<file path="src/rtl/bht_tagged_param.sv">
// Tagged branch history table: combinational lookup, read-modify-write training
// with saturating counters, and a one-entry-per-cycle invalidate-all sequencer.
module bht_tagged_param #(
    parameter int ENTRIES = 16,
    parameter int CTR_W   = 2,
    parameter int PC_W    = 16,
    parameter int TAG_W   = 12
) (
    input  logic             clk,
    input  logic             rst,
    input  logic             enable,
    input  logic [PC_W-1:0]  rd_pc,
    output logic             rd_hit,
    output logic             rd_taken,
    output logic [CTR_W-1:0] rd_ctr,
    input  logic             upd_en,
    input  logic [PC_W-1:0]  upd_pc,
    input  logic             upd_taken,
    input  logic             flush_req,
    output logic             flush_busy,
    output logic             dbg_state
);

    localparam int IDX_W = (ENTRIES > 1) ? $clog2(ENTRIES) : 1;
    localparam logic [CTR_W-1:0] CTR_MAX  = {CTR_W{1'b1}};
    localparam logic [CTR_W-1:0] CTR_WT   = CTR_W'(1) << (CTR_W - 1);
    localparam logic [CTR_W-1:0] CTR_WNT  = CTR_WT - CTR_W'(1);
    localparam logic [IDX_W-1:0] IDX_LAST = IDX_W'(ENTRIES - 1);

    typedef enum logic [0:0] {
        ST_IDLE  = 1'b0,
        ST_FLUSH = 1'b1
    } state_t;

    // Handshake: upd_en is a single-cycle strobe sampled at the rising edge; it is
    // taken only when enable=1 and no flush is running, otherwise it is dropped.
    // flush_req is likewise a strobe, honoured only while idle.

    state_t                r_state;
    state_t                w_state_nxt;
    logic [IDX_W-1:0]      r_flush_idx;
    logic [ENTRIES-1:0]    r_valid;
    logic [TAG_W-1:0]      r_tag [ENTRIES];
    logic [CTR_W-1:0]      r_ctr [ENTRIES];

    logic [IDX_W-1:0]      w_rd_idx;
    logic [TAG_W-1:0]      w_rd_tag;
    logic                  w_rd_hit;
    logic [CTR_W-1:0]      w_rd_ctr;
    logic [IDX_W-1:0]      w_upd_idx;
    logic [TAG_W-1:0]      w_upd_tag;
    logic                  w_upd_hit;
    logic [CTR_W-1:0]      w_upd_ctr;
    logic                  w_upd_fire;
    logic                  w_flush_clr;
    logic                  w_busy;
    logic                  w_unused;

    assign w_rd_idx  = rd_pc[IDX_W-1:0];
    assign w_rd_tag  = rd_pc[IDX_W +: TAG_W];
    assign w_upd_idx = upd_pc[IDX_W-1:0];
    assign w_upd_tag = upd_pc[IDX_W +: TAG_W];
    assign w_unused  = ^{rd_pc, upd_pc};

    // Lookup sees registered contents only, so a same-cycle write is not bypassed.
    assign w_rd_hit = !w_busy && r_valid[w_rd_idx] && (r_tag[w_rd_idx] == w_rd_tag);
    assign w_rd_ctr = w_rd_hit ? r_ctr[w_rd_idx] : '0;
    assign w_upd_hit = r_valid[w_upd_idx] && (r_tag[w_upd_idx] == w_upd_tag);

    assign rd_hit   = w_rd_hit;
    assign rd_ctr   = w_rd_ctr;
    assign rd_taken = w_rd_ctr[CTR_W-1];

    // Weak-taken / weak-not-taken allocation collapses to upd_taken when CTR_W is 1.
    always_comb begin
        w_upd_ctr = r_ctr[w_upd_idx];
        if (!w_upd_hit) begin
            w_upd_ctr = upd_taken ? CTR_WT : CTR_WNT;
        end else if (upd_taken) begin
            if (r_ctr[w_upd_idx] != CTR_MAX) w_upd_ctr = r_ctr[w_upd_idx] + CTR_W'(1);
        end else begin
            if (r_ctr[w_upd_idx] != '0) w_upd_ctr = r_ctr[w_upd_idx] - CTR_W'(1);
        end
    end

    always_ff @(posedge clk or posedge rst) begin
        if (rst) begin
            r_state <= ST_IDLE;
        end else begin
            r_state <= w_state_nxt;
        end
    end

    always_comb begin
        w_state_nxt = r_state;
        case (r_state)
            ST_IDLE:  if (flush_req) w_state_nxt = ST_FLUSH;
            ST_FLUSH: if (r_flush_idx == IDX_LAST) w_state_nxt = ST_IDLE;
            default:  w_state_nxt = ST_IDLE;
        endcase
    end

    always_comb begin
        w_busy      = (r_state == ST_FLUSH);
        w_flush_clr = (r_state == ST_FLUSH);
        w_upd_fire  = upd_en && enable && (r_state == ST_IDLE);
    end

    assign flush_busy = w_busy;
    assign dbg_state  = r_state;

    always_ff @(posedge clk or posedge rst) begin
        if (rst) begin
            r_valid     <= '0;
            r_flush_idx <= '0;
            for (int i = 0; i < ENTRIES; i++) begin
                r_tag[i] <= '0;
                r_ctr[i] <= '0;
            end
        end else if (w_flush_clr) begin
            r_valid[r_flush_idx] <= 1'b0;
            r_flush_idx <= (r_flush_idx == IDX_LAST) ? '0 : r_flush_idx + IDX_W'(1);
        end else if (w_upd_fire) begin
            r_valid[w_upd_idx] <= 1'b1;
            r_tag[w_upd_idx]   <= w_upd_tag;
            r_ctr[w_upd_idx]   <= w_upd_ctr;
        end
    end

endmodule
</file>
<file path="config.mk">
export PLATFORM = sky130hd
export DESIGN_NAME = bht_tagged_param
export DESIGN_NICKNAME = d
export VERILOG_FILES = /design/src/rtl/bht_tagged_param.sv
export SDC_FILE = /design/constraint.sdc
export NUM_CORES = 1
export LEC_CHECK = 0
export ABC_AREA = 1
export CORE_UTILIZATION = 31
export CTS_CLUSTER_DIAMETER = 50
export DETAILED_ROUTE_END_ITERATION = 6
export RECOVER_POWER = 100
export SYNTH_ARGS = -nofsm -noshare
export SYNTH_HDL_FRONTEND = slang
export SYNTH_SLANG_ARGS = --single-unit
</file>
<file path="constraint.sdc">
create_clock -name clk -period 19.6 [get_ports clk]
set_input_delay 3.92 -clock clk [delete_from_list [all_inputs] [get_ports clk]]
set_output_delay 3.92 -clock clk [all_outputs]
set_load 0.01 [all_outputs]
</file>
Word-level counts from Yosys, hierarchy flattened
Cells that the tools add are included.

Logic and storage cells: 106. Output and inout bits: 6. Bits in registers: 245. Input port bits: 38.

$lt $le $gt $ge: 8. Add/sub/neg operators: 3. Equal/unequal tests: 4. Mux-type cells: 38. Reductions and logical operators: 12. Bitwise operators: 6.

Operator list (count): $bwmux W192 (1); $bmux W12 S4 (2); $mux W12 (5); $demux W12 S4 (1); $bwmux W32 (1); $mux W16 (2); $eq A12 B12 Y1 (2); $mux W2 (11); $and A16 B16 Y16 (1); $bmux W2 S4 (2); $not A16 Y16 (1); $or A16 B16 Y16 (1); $lt A4 B5 Y1 const B (3); $ge A5 B5 Y1 const B (2); $not A4 Y5 (2); $bmux W1 S4 (2); $demux W1 S4 (2); $demux W2 S4 (1); $ge A4 B1 Y1 const B (2); $logic_and A1 B1 Y1 (8); $mux W1 (6); $lt A5 B1 Y1 const B (1); $add A4 B1 Y4 const B (1); $eq A4 B4 Y1 const B (1); 9 further kinds (10).

Depth between registers and ports, before layout
Depth in word-level cells: 9. Depth in mapped cells: 21.

Worst setup path after synthesis
No wires, ideal clock.

Path type: input to output. Start: input rd_pc[0]. End: output rd_ctr[1]. Path buffers: 5. Data required time: 15.680 ns. Path slack: 9.899 ns. Arrival: 5.781 ns. Cell stages on the path: 11. Cell sequence: clkbuf_1 -> clkbuf_1 -> clkbuf_1 -> clkbuf_1 -> a21oi_1 -> o21ai_0 -> o21ai_0 -> o211ai_1 -> nand2_1 -> nor2_1 -> buf_4.

Longest elaborated chain between the ends: 7.

RTL lines: start: declaration (line 12) `input logic [PC_W-1:0] rd_pc,`; $not A4 Y5 (not written as such) (line 66, 67); $bmux W12 S4 (line 66) `assign w_rd_hit = !w_busy && r_valid[w_rd_idx] && (r_tag[w_rd_idx] == w_rd_tag);`; $mux W12 (not written as such) (2 in series) (line 66); $eq A12 B12 Y1 (line 66); $logic_and A1 B1 Y1 (line 66); $mux W2 * (line 67) `assign w_rd_ctr = w_rd_hit ? r_ctr[w_rd_idx] : '0;`; end: declaration (line 15) `output logic [CTR_W-1:0] rd_ctr,`.

Mark *: on every way between the ends. The rest lies on a longest branch, timed or not. The select of a mux whose other input is x is not followed.

==> reports/metrics.cfg <==
[status]
outcome = finished with violations
violations = max-capacitance violations, max-slew violations

[finish]
syn2layout_area_growth_pct = 13.9
layout-drive-gt1-share = 0.0382
final_cell_mix = 830 x nand2_1, 366 x o21ai_0, 245 x dfrtp_1, 135 x inv_1, 128 x nor2_1
fin_cells = 2662
nets = 2085
postLayoutCellArea_sq_um = 16100
diodes = 0
final_common_cell = nand2_1

[power]
power.total_mw = 1.66
power-per-cell-area_nw_per_um2 = 104
vdd_drop_max_mv = 0.0584
leakage_nw = 7.79

[logic_synthesis]
netlist_area_sq_um = 14100
synth_cell_types = 37
yosys_register_bits = 245
yosys_warnings = 0
synthCells = 2076
avgSynthCellArea_sq_um = 6.79
synth_seq_area_share = 0.435
syn-num-nets = 2118

[clock_network]
hold_buffers = 0
cts_setup_buffers = 0
clockBufferDepth = 3
cts_tree = built
cts.repair.resized = 0
clk_latency_ps = 530
root_buffer = clkbuf_16
cts_sinks = 245
cts_htree_levels = 2
cts-buffers-inserted = 36
cts.clk_slew.worst_paths_ps = 60

[sta]
fin_tns_setup_ps = 0
max_clock_freq_mhz = 75.4
tightestPinTransition_ps = 4980
drv_slew = 414
slew_headroom = -2.34
post-route-min-period_ps = 13260
final-hold-violation-count = 0
setup_viol = 0
fin_crit_sh = 0.676
clock_skew_ps = 16.2
rsz0062_at_grt = false

[floorplanning]
ios = 44
dieArea_sq_um = 46300
rows = 77
chipWidth_um = 215
die_h_um = 215
initial_core_util = 0.317
core_sq_um = 44500

[setup_path]
start_kind = input port
cp_max_fo = 108
slowest_delay_ps = 3040
crit_type = in2async
critPathCaptureType = asynchronous set/reset pin
r2r-start = dbg_state$_DFF_PP0_
critPathLaunch = rst
arrival_ps = 13060
crit_chain = dlygate4sd3_1, clkinvlp_2, clkbuf_1, clkbuf_1
crit_path_frequent_cell = clkbuf_1
cp_data_required_time_ps = 19400
crit_slowest_cell = clkbuf_1

[detailed_routing]
first_pass_iters = 6
drc_errors = 0
via_count = 14014
finalWirelength_um = 50800
wl_per_cell_um = 19.1
final_antenna_net_count = 0
first_iter_violations = 1838
vias_per_cell = 5.26

[placed_design]
io_buffers = 43
dp_cells = 2597
placed_cell_area_sq_um = 14800
hpwl_um = 31000
gp_routability_congestion = 0.872

[global_routing]
grt.total_usage = 0.219
grt_pass1_vias = 13307
grt_pass1_wl_um = 79200
antenna_found_initial = 0
grt_max_degree = 109
overflow = 0

[hold_path]
hold_path_class = reg2reg
hold_start = r_ctr[19]$_DFFE_PP0P_

[run]
maxCapViolCount = 9

[kinds of logic after synthesis]
| group | Yosys count | share of synthesized area |
|---|---|---|
| fa+ha+maj | 4 | 0.00355 |
| buf+inv | 280 | 0.0812 |
| compound gates | 512 | 0.194 |
| xor+xnor | 4 | 0.00249 |
| flops | 245 | 0.435 |
| simple gates | 1031 | 0.284 |
[per-layer routing]
metal | up-vias | routed length (um) | share of wire | GRT usage
met5 | - | 0 | 0 | 0
li1 | 6615 | - | - | -
met2 | 675 | 22800 | 0.45 | 0.344
met3 | 118 | 4210 | 0.083 | 0.0382
met1 | 6606 | 21700 | 0.43 | 0.297
met4 | 0 | 2020 | 0.040 | 0.0908
[through the flow]
stage	hold slack, ps	setup slack (ps)	utilization
floorplan	449	8950	-
global placement	463	8340	0.333
detailed placement	465	8230	0.333
CTS	485	8220	0.363
global route	519	4400	0.361
finish	485	6340	0.361
[worst max-delay path: cells and delay by family]
| kind | cells | cell delay, ps |
|---|---|---|
| buffers and inverters | 4 | 8990 |
[cells in the mapped netlist]
library cell / n / area share
nand3b_1: 1 / 0.00053
nor2_2: 4 / 0.0018
nor3_1: 2 / 0.00071
o21ai_0: 366 / 0.13
a21oi_1: 69 / 0.024
o22ai_1: 3 / 0.0013
or2_1: 1 / 0.00044
o21ai_1: 11 / 0.0039
buf_4: 13 / 0.0069
nor2_1: 126 / 0.034
clkinv_1: 6 / 0.0016
nand4_1: 3 / 0.0013
a221oi_1: 2 / 0.0012
nand2_4: 2 / 0.0016
nand3_1: 62 / 0.022
nor3_2: 1 / 0.00071
inv_2: 3 / 0.00080
buf_6: 3 / 0.0024
inv_1: 135 / 0.036
a32o_1: 1 / 0.00071
xor2_1: 2 / 0.0012
a22oi_1: 6 / 0.0032
dfrtp_1: 245 / 0.43
ha_1: 4 / 0.0036
o211ai_1: 47 / 0.025
nand2_2: 1 / 0.00044
o221ai_1: 3 / 0.0019
nand2_1: 827 / 0.22
a31oi_1: 1 / 0.00044
buf_1: 4 / 0.0011
buf_2: 18 / 0.0064
o21bai_1: 1 / 0.00053
o31ai_1: 1 / 0.00053
a32oi_1: 1 / 0.00062
xnor2_1: 2 / 0.0012
clkbuf_1: 98 / 0.026
nand3_2: 1 / 0.00071
[cell type report]
class,instances,area (sq um)
flip-flops and latches,245,6130
repair buffers,65,532
clock inverters,17,283
multi-input cells,1551,6790
inverters,144,542
fillers,4716,28500
well taps,592,741
clock buffers,48,1040
[where the power goes]
part / switching (mW) / internal, mW
Sequential: 0.0591 / 0.589
Combinational: 0.198 / 0.101
Clock: 0.251 / 0.466
Total: 0.508 / 1.16
[state kept, by name, summed over array words and instances (netlist names)]
| register | count |
|---|---|
| dbg_state | 1 |
| r_ctr | 32 |
| r_flush_idx | 4 |
| r_tag | 192 |
| r_valid | 16 |
[worst paths after layout]
| path | endpoint | slack [ps] | depth (start not counted) |
|---|---|---|---|
| min | r_ctr[19]$_DFFE_PP0P_ | 490 | 2 |
| min reg2reg | r_ctr[19]$_DFFE_PP0P_ | 490 | 2 |
| max reg2reg | r_tag[35]$_DFFE_PP0P_ | 15350 | 7 |
| max in group clk | rd_taken | 6440 | 15 |
| max | r_tag[25]$_DFFE_PP0P_ | 6340 | 4 |
| min in group asynchronous | r_tag[120]$_DFFE_PP0P_ | 5350 | 2 |
Note: power is estimated with default switching activity, not from simulation.
